===== config.mk =====
export PLATFORM = sky130hd
export DESIGN_NAME = sweep_sequencer
export DESIGN_NICKNAME = d
export VERILOG_FILES = /design/src/rtl/sweep_pkg.sv /design/src/rtl/sweep_timer.sv /design/src/rtl/sweep_sequencer.sv
export SDC_FILE = /design/constraint.sdc
export NUM_CORES = 1
export LEC_CHECK = 0
export BUFFER_PORTS_ARGS = -buffer_cell sky130_fd_sc_hd__buf_4
export CAP_MARGIN = 40
export CORE_MARGIN = 5
export CORE_UTILIZATION = 53
export DETAILED_ROUTE_END_ITERATION = 10
export HOLD_SLACK_MARGIN = 0.03
export PLACE_DENSITY_LB_ADDON = 0.15
export REMOVE_ABC_BUFFERS = 1
export SLEW_MARGIN = 20
export SYNTH_ARGS = -nofsm -noshare
export SYNTH_HDL_FRONTEND = slang
export SYNTH_SLANG_ARGS = --single-unit

===== constraint.sdc =====
create_clock -name i_clk -period 2 [get_ports i_clk]
set_input_delay 0.2 -clock i_clk [delete_from_list [all_inputs] [get_ports i_clk]]
set_output_delay 0.2 -clock i_clk [all_outputs]
set_load 0.05 [all_outputs]

===== src/rtl/sweep_pkg.sv =====
// sweep_pkg: shared state encoding, default widths and direction constants for the sweep sequencer
package sweep_pkg;
  localparam int CNT_W_DEF = 22;
  localparam logic DIR_FWD = 1'b1;
  localparam logic DIR_REV = 1'b0;
  typedef enum logic [3:0] {
    IDLE    = 4'd0,
    H_CLR   = 4'd1,
    H_SWEEP = 4'd2,
    H_ARM   = 4'd3,
    H_RET   = 4'd4,
    V_CLR   = 4'd5,
    V_SWEEP = 4'd6,
    V_ARM   = 4'd7,
    V_RET   = 4'd8,
    FIN     = 4'd9
  } state_t;
endpackage


===== src/rtl/sweep_timer.sv =====
// sweep_timer: clearable up-counter with terminal-count compare, used for sweep length and return timeout
module sweep_timer
  import sweep_pkg::*;
#(
  parameter int W = CNT_W_DEF
) (
  input  logic         i_clk,
  input  logic         i_rst_n,
  input  logic         i_clr,
  input  logic         i_en,
  input  logic [W-1:0] i_last,
  output logic         o_tc
);
  logic [W-1:0] r_cnt;
  // clear has priority over counting
  always_ff @(posedge i_clk or negedge i_rst_n)
    if (!i_rst_n) r_cnt <= '0;
    else if (i_clr) r_cnt <= '0;
    else if (i_en) r_cnt <= r_cnt + 1'b1;
  assign o_tc = r_cnt == i_last;
endmodule


===== src/rtl/sweep_sequencer.sv =====
// sweep_sequencer: two-axis max-search sequencer driving max_counter; RETURN_TIMEOUT_EN adds a return-phase timeout
module sweep_sequencer
  import sweep_pkg::*;
#(
  parameter int SWEEP_LEN = 4000000,
  parameter int CNT_W = CNT_W_DEF
`ifdef RETURN_TIMEOUT_EN
  , parameter int TIMEOUT_LEN = 4194303
`endif
) (
  input  logic i_clk,
  input  logic i_rst_n,
  input  logic i_start,
  input  logic i_new_max,
  input  logic i_cnt_ru,
  output logic o_mc,
  output logic o_cnt_rst,
  output logic o_h_move,
  output logic o_v_move,
  output logic o_dir,
  output logic o_busy,
  output logic o_done,
  output logic o_err
);
  state_t r_state, w_next;
  logic w_in_sweep, w_in_arm, w_in_ret, w_sweep_tc;
  logic w_mc, w_cnt_rst, w_h_sw, w_v_sw, w_h_ret, w_v_ret, w_dir, w_busy, w_done;
  logic r_mc, r_cnt_rst, r_h_sw, r_v_sw, r_h_ret, r_v_ret, r_dir, r_busy, r_done;
  assign w_in_sweep = (r_state == H_SWEEP) || (r_state == V_SWEEP);
  assign w_in_arm   = (r_state == H_ARM) || (r_state == V_ARM);
  assign w_in_ret   = (r_state == H_RET) || (r_state == V_RET);
  sweep_timer #(.W(CNT_W)) u_sweep (
    .i_clk  (i_clk),
    .i_rst_n(i_rst_n),
    .i_clr  ((r_state == H_CLR) || (r_state == V_CLR)),
    .i_en   (w_in_sweep),
    .i_last (CNT_W'(SWEEP_LEN - 1)),
    .o_tc   (w_sweep_tc)
  );
`ifdef RETURN_TIMEOUT_EN
  logic w_tmo_tc, w_err_set, r_err;
  sweep_timer #(.W(CNT_W)) u_tmo (
    .i_clk  (i_clk),
    .i_rst_n(i_rst_n),
    .i_clr  (w_in_arm),
    .i_en   (w_in_ret),
    .i_last (CNT_W'(TIMEOUT_LEN - 1)),
    .o_tc   (w_tmo_tc)
  );
`else
  logic w_unused_arm;
  assign w_unused_arm = w_in_arm;
`endif
  // next state plus the Moore outputs of that next state, so outputs leave flops aligned with the state
  always_comb begin
    w_next = r_state;
`ifdef RETURN_TIMEOUT_EN
    w_err_set = 1'b0;
`endif
    case (r_state)
      IDLE:    w_next = i_start ? H_CLR : IDLE;
      H_CLR:   w_next = H_SWEEP;
      H_SWEEP: w_next = w_sweep_tc ? H_ARM : H_SWEEP;
      H_ARM:   w_next = H_RET;
      H_RET:   w_next = i_cnt_ru ? H_RET : V_CLR;
      V_CLR:   w_next = V_SWEEP;
      V_SWEEP: w_next = w_sweep_tc ? V_ARM : V_SWEEP;
      V_ARM:   w_next = V_RET;
      V_RET:   w_next = i_cnt_ru ? V_RET : FIN;
      default: w_next = IDLE;
    endcase
`ifdef RETURN_TIMEOUT_EN
    if (w_in_ret && i_cnt_ru && w_tmo_tc) begin
      w_next = FIN;
      w_err_set = 1'b1;
    end
`endif
    w_mc      = (w_next == H_ARM) || (w_next == H_RET) || (w_next == V_ARM) || (w_next == V_RET);
    w_cnt_rst = (w_next == IDLE) || (w_next == H_CLR) || (w_next == V_CLR) || (w_next == FIN) ||
                (w_in_sweep && i_new_max);
    w_h_sw    = w_next == H_SWEEP;
    w_v_sw    = w_next == V_SWEEP;
    w_h_ret   = w_next == H_RET;
    w_v_ret   = w_next == V_RET;
    w_dir     = w_mc ? DIR_REV : DIR_FWD;
    w_busy    = w_next != IDLE;
    w_done    = w_next == FIN;
  end
  // state and output registers
  always_ff @(posedge i_clk or negedge i_rst_n)
    if (!i_rst_n) begin
      r_state   <= IDLE;
      r_mc      <= 1'b0;
      r_cnt_rst <= 1'b1;
      r_h_sw    <= 1'b0;
      r_v_sw    <= 1'b0;
      r_h_ret   <= 1'b0;
      r_v_ret   <= 1'b0;
      r_dir     <= DIR_FWD;
      r_busy    <= 1'b0;
      r_done    <= 1'b0;
    end else begin
      r_state   <= w_next;
      r_mc      <= w_mc;
      r_cnt_rst <= w_cnt_rst;
      r_h_sw    <= w_h_sw;
      r_v_sw    <= w_v_sw;
      r_h_ret   <= w_h_ret;
      r_v_ret   <= w_v_ret;
      r_dir     <= w_dir;
      r_busy    <= w_busy;
      r_done    <= w_done;
    end
`ifdef RETURN_TIMEOUT_EN
  // sticky timeout flag, cleared only by reset
  always_ff @(posedge i_clk or negedge i_rst_n)
    if (!i_rst_n) r_err <= 1'b0;
    else if (w_err_set) r_err <= 1'b1;
  assign o_err = r_err;
`else
  assign o_err = 1'b0;
`endif
  assign o_mc      = r_mc;
  assign o_cnt_rst = r_cnt_rst;
  assign o_dir     = r_dir;
  assign o_busy    = r_busy;
  assign o_done    = r_done;
  // return-phase stepping follows the registered CNT_RU of max_counter directly
  assign o_h_move  = r_h_sw | (r_h_ret & i_cnt_ru);
  assign o_v_move  = r_v_sw | (r_v_ret & i_cnt_ru);
endmodule


==> flow_metrics.tcl <==
set metrics [dict create \
    dp_cells 249 \
    crit_required_ps 2270 \
    endpoint_kind "register" \
    regToRegSetupSlack_ps 70 \
    powerDensity_nw_per_um2 535 \
    ys_warn_count 0 \
    first_pass_iters 4 \
    start_util 0.550 \
    grt-ovfl-total 0 \
    cp-start-kind "register" \
    status "complete, no violations" \
    clockBufferDepth 2 \
    ant_nets 0 \
    wire_per_inst_microns 15.9 \
    finalSetupViolations 0 \
    max-cap-violations 0 \
    yosys_register_bits 35 \
    die_x_microns 68.8 \
    synthArstFlopShare 1.00 \
    p_total_w 0.00112 \
    irDropWorstVdd_uv 356 \
    areaGrowthSynthToFinish_pct 13.8 \
    htree_levels 2 \
    clock-sinks 35 \
    drv_slew 0 \
    synth_edf_count 0 \
    num_antenna_cells 0 \
    max-slew-margin-rel 0.654 \
    cp_max_fo 7 \
    rows 21 \
    dieArea_sq_um 4740 \
    numPortBuffers 11 \
    final_common_cell "dfrtp_1" \
    antenna_found_initial 0 \
    layout_common_cells "dfrtp_1, buf_4, o21ai_0" \
    track_usage 0.207 \
    fillCellCount 293 \
    cts_tree "done" \
    syn_area_sq_um 1830 \
    synth_cells 191 \
    cts_root_buf "clkbuf_4" \
    grt_pass1_vias 1536 \
    r2r_cells 4 \
    wl_mm 4.13 \
    rsz0062_at_grt "false" \
    grt_start_max_net_pins 36 \
    fp.dieH_microns 68.8 \
    tightest_slew_ps 519 \
    cts_buffers 5 \
    syn_area_per_cell_sq_um 9.60 \
    finClkSkew_ps 7.11 \
    drc 0 \
    fin_crit_sh 0.963 \
    crit_type "register to register" \
    vias 1530 \
    viasPerCell 5.91 \
    ys.flop_type "dfrtp_1" \
    place.gp.congestion 0.865 \
    max_freq_mhz 519 \
    io_pins 13 \
    period_minus_slack_ps 1930 \
    yosysUniqueCellTypes 46 \
    grt_pass1_wl_mm 7.16 \
    nNetsFinal 218 \
    hold_depth 3 \
    drive_above_1_share 0.197 \
    place_hpwl_mm 2.99 \
    seq_area_frac_synth 0.479 \
    drt_iter0_drc 106 \
    path_clk_slew_ps 110 \
    finalHoldViolations 0 \
    fp.coreArea_sq_um 3340 \
    clk_latency_ps 340 \
    postCtsSetupRepairBufs 0 \
    final-instance-count-excl-fill 259 \
    cp.arrival_ps 2200 \
    p_leak_nw 0.911 \
    worstHoldPathType "primary input to register" \
]
-- sequential cells by signal, indices dropped and copies added, names as in the netlist --
name,cells
u_sweep.r_cnt,22
r_v_sw,1
o_cnt_rst,1
r_h_ret,1
r_h_sw,1
o_busy,1
r_v_ret,1
o_done,1
r_state,4
o_mc,1
o_dir,1
-- where the power goes --
group          switching [W]  internal, W
Clock               0.000240     0.000131
Sequential       0.000000318     0.000709
Combinational      0.0000251    0.0000109
Total               0.000266     0.000851
-- stage by stage --
stage          TNS [ps]   util  setup WS, ps  hold slack (ps)  area [sq um]
2_1_floorplan         0      -          45.8            -95.6          1780
3_3_place_gp          0  0.600          35.5              170          2000
3_5_place_dp       -194  0.600         -60.7              173          2000
4_1_cts               0  0.624          7.37              156          2080
5_1_grt               0  0.625          1.37              133          2090
6_report              0  0.625          74.5              159          2090
-- cells by family after synthesis --
kind of cell	count (synthesis)	synth area share
muxes	3	0.0164
AOI/OAI and AO/OA	43	0.141
and+or+nand+nor	82	0.274
adders and majority gates	1	0.00682
other	1	0.00204
xor gates and xnor gates	7	0.0334
buffers and inverters	19	0.0484
DFF	35	0.479
-- synthesized netlist by cell type (all sizes together) (3+ instances only) --
cell type	n	area, sq um
dfrtp	33	826
o21ai	17	85.1
a21oi	12	60.1
nand2	11	41.3
nand3	10	50.1
nor2	10	37.5
or3	10	65.1
inv	9	33.8
clkbuf	6	23.8
nand4	6	37.5
or4	6	45.0
xnor2	6	52.6
buf	4	31.3
nand2b	4	25.0
nor3	4	20.0
nor4b	4	35.0
and4	3	26.3
mux2i	3	30.0
nor2b	3	18.8
-- cell type report --
class | count | area [sq um] | area share
clock buffer | 5 | 37.5 | 0.0180
tap | 46 | 57.6 | 0.0276
timing repair buffer | 24 | 185 | 0.0887
inverter | 9 | 33.8 | 0.0162
multi-input combinational | 137 | 878 | 0.421
sequential | 35 | 880 | 0.421
clock inverter | 3 | 15.0 | 0.00719
-- routing by layer --
metal  wire length [microns]  global-route usage
met5                       0                   0
met4                      94              0.0949
met3                     210              0.0567
met2                    2020               0.342
met1                    1800               0.252
-- critical path, stage by stage, from the launching register on --
cell     delay [ps]
dfrtp_2         480
xnor2_1         180
or4_1           630
or4_1           490
o21ai_0          80
-- path summary, 6_finish.rpt --
check	start	endpoint
worst max-delay path	r_state[1]	u_sweep.r_cnt[21]
worst min-delay path	i_new_max	o_cnt_rst
worst max register to register	r_state[1]	u_sweep.r_cnt[21]
worst min register to register	u_sweep.r_cnt[21]	u_sweep.r_cnt[21]
max in group asynchronous	i_rst_n	o_cnt_rst
min in group asynchronous	i_rst_n	u_sweep.r_cnt[11]
-- timing repair --
item                       4_1_cts  5_1_grt
hold endpoints to repair        34        0
gates resized for setup          1        3
hold buffers                     2        0
setup endpoints to repair        5        6
cloned                           0        0
(Power assumes the default switching activity.)
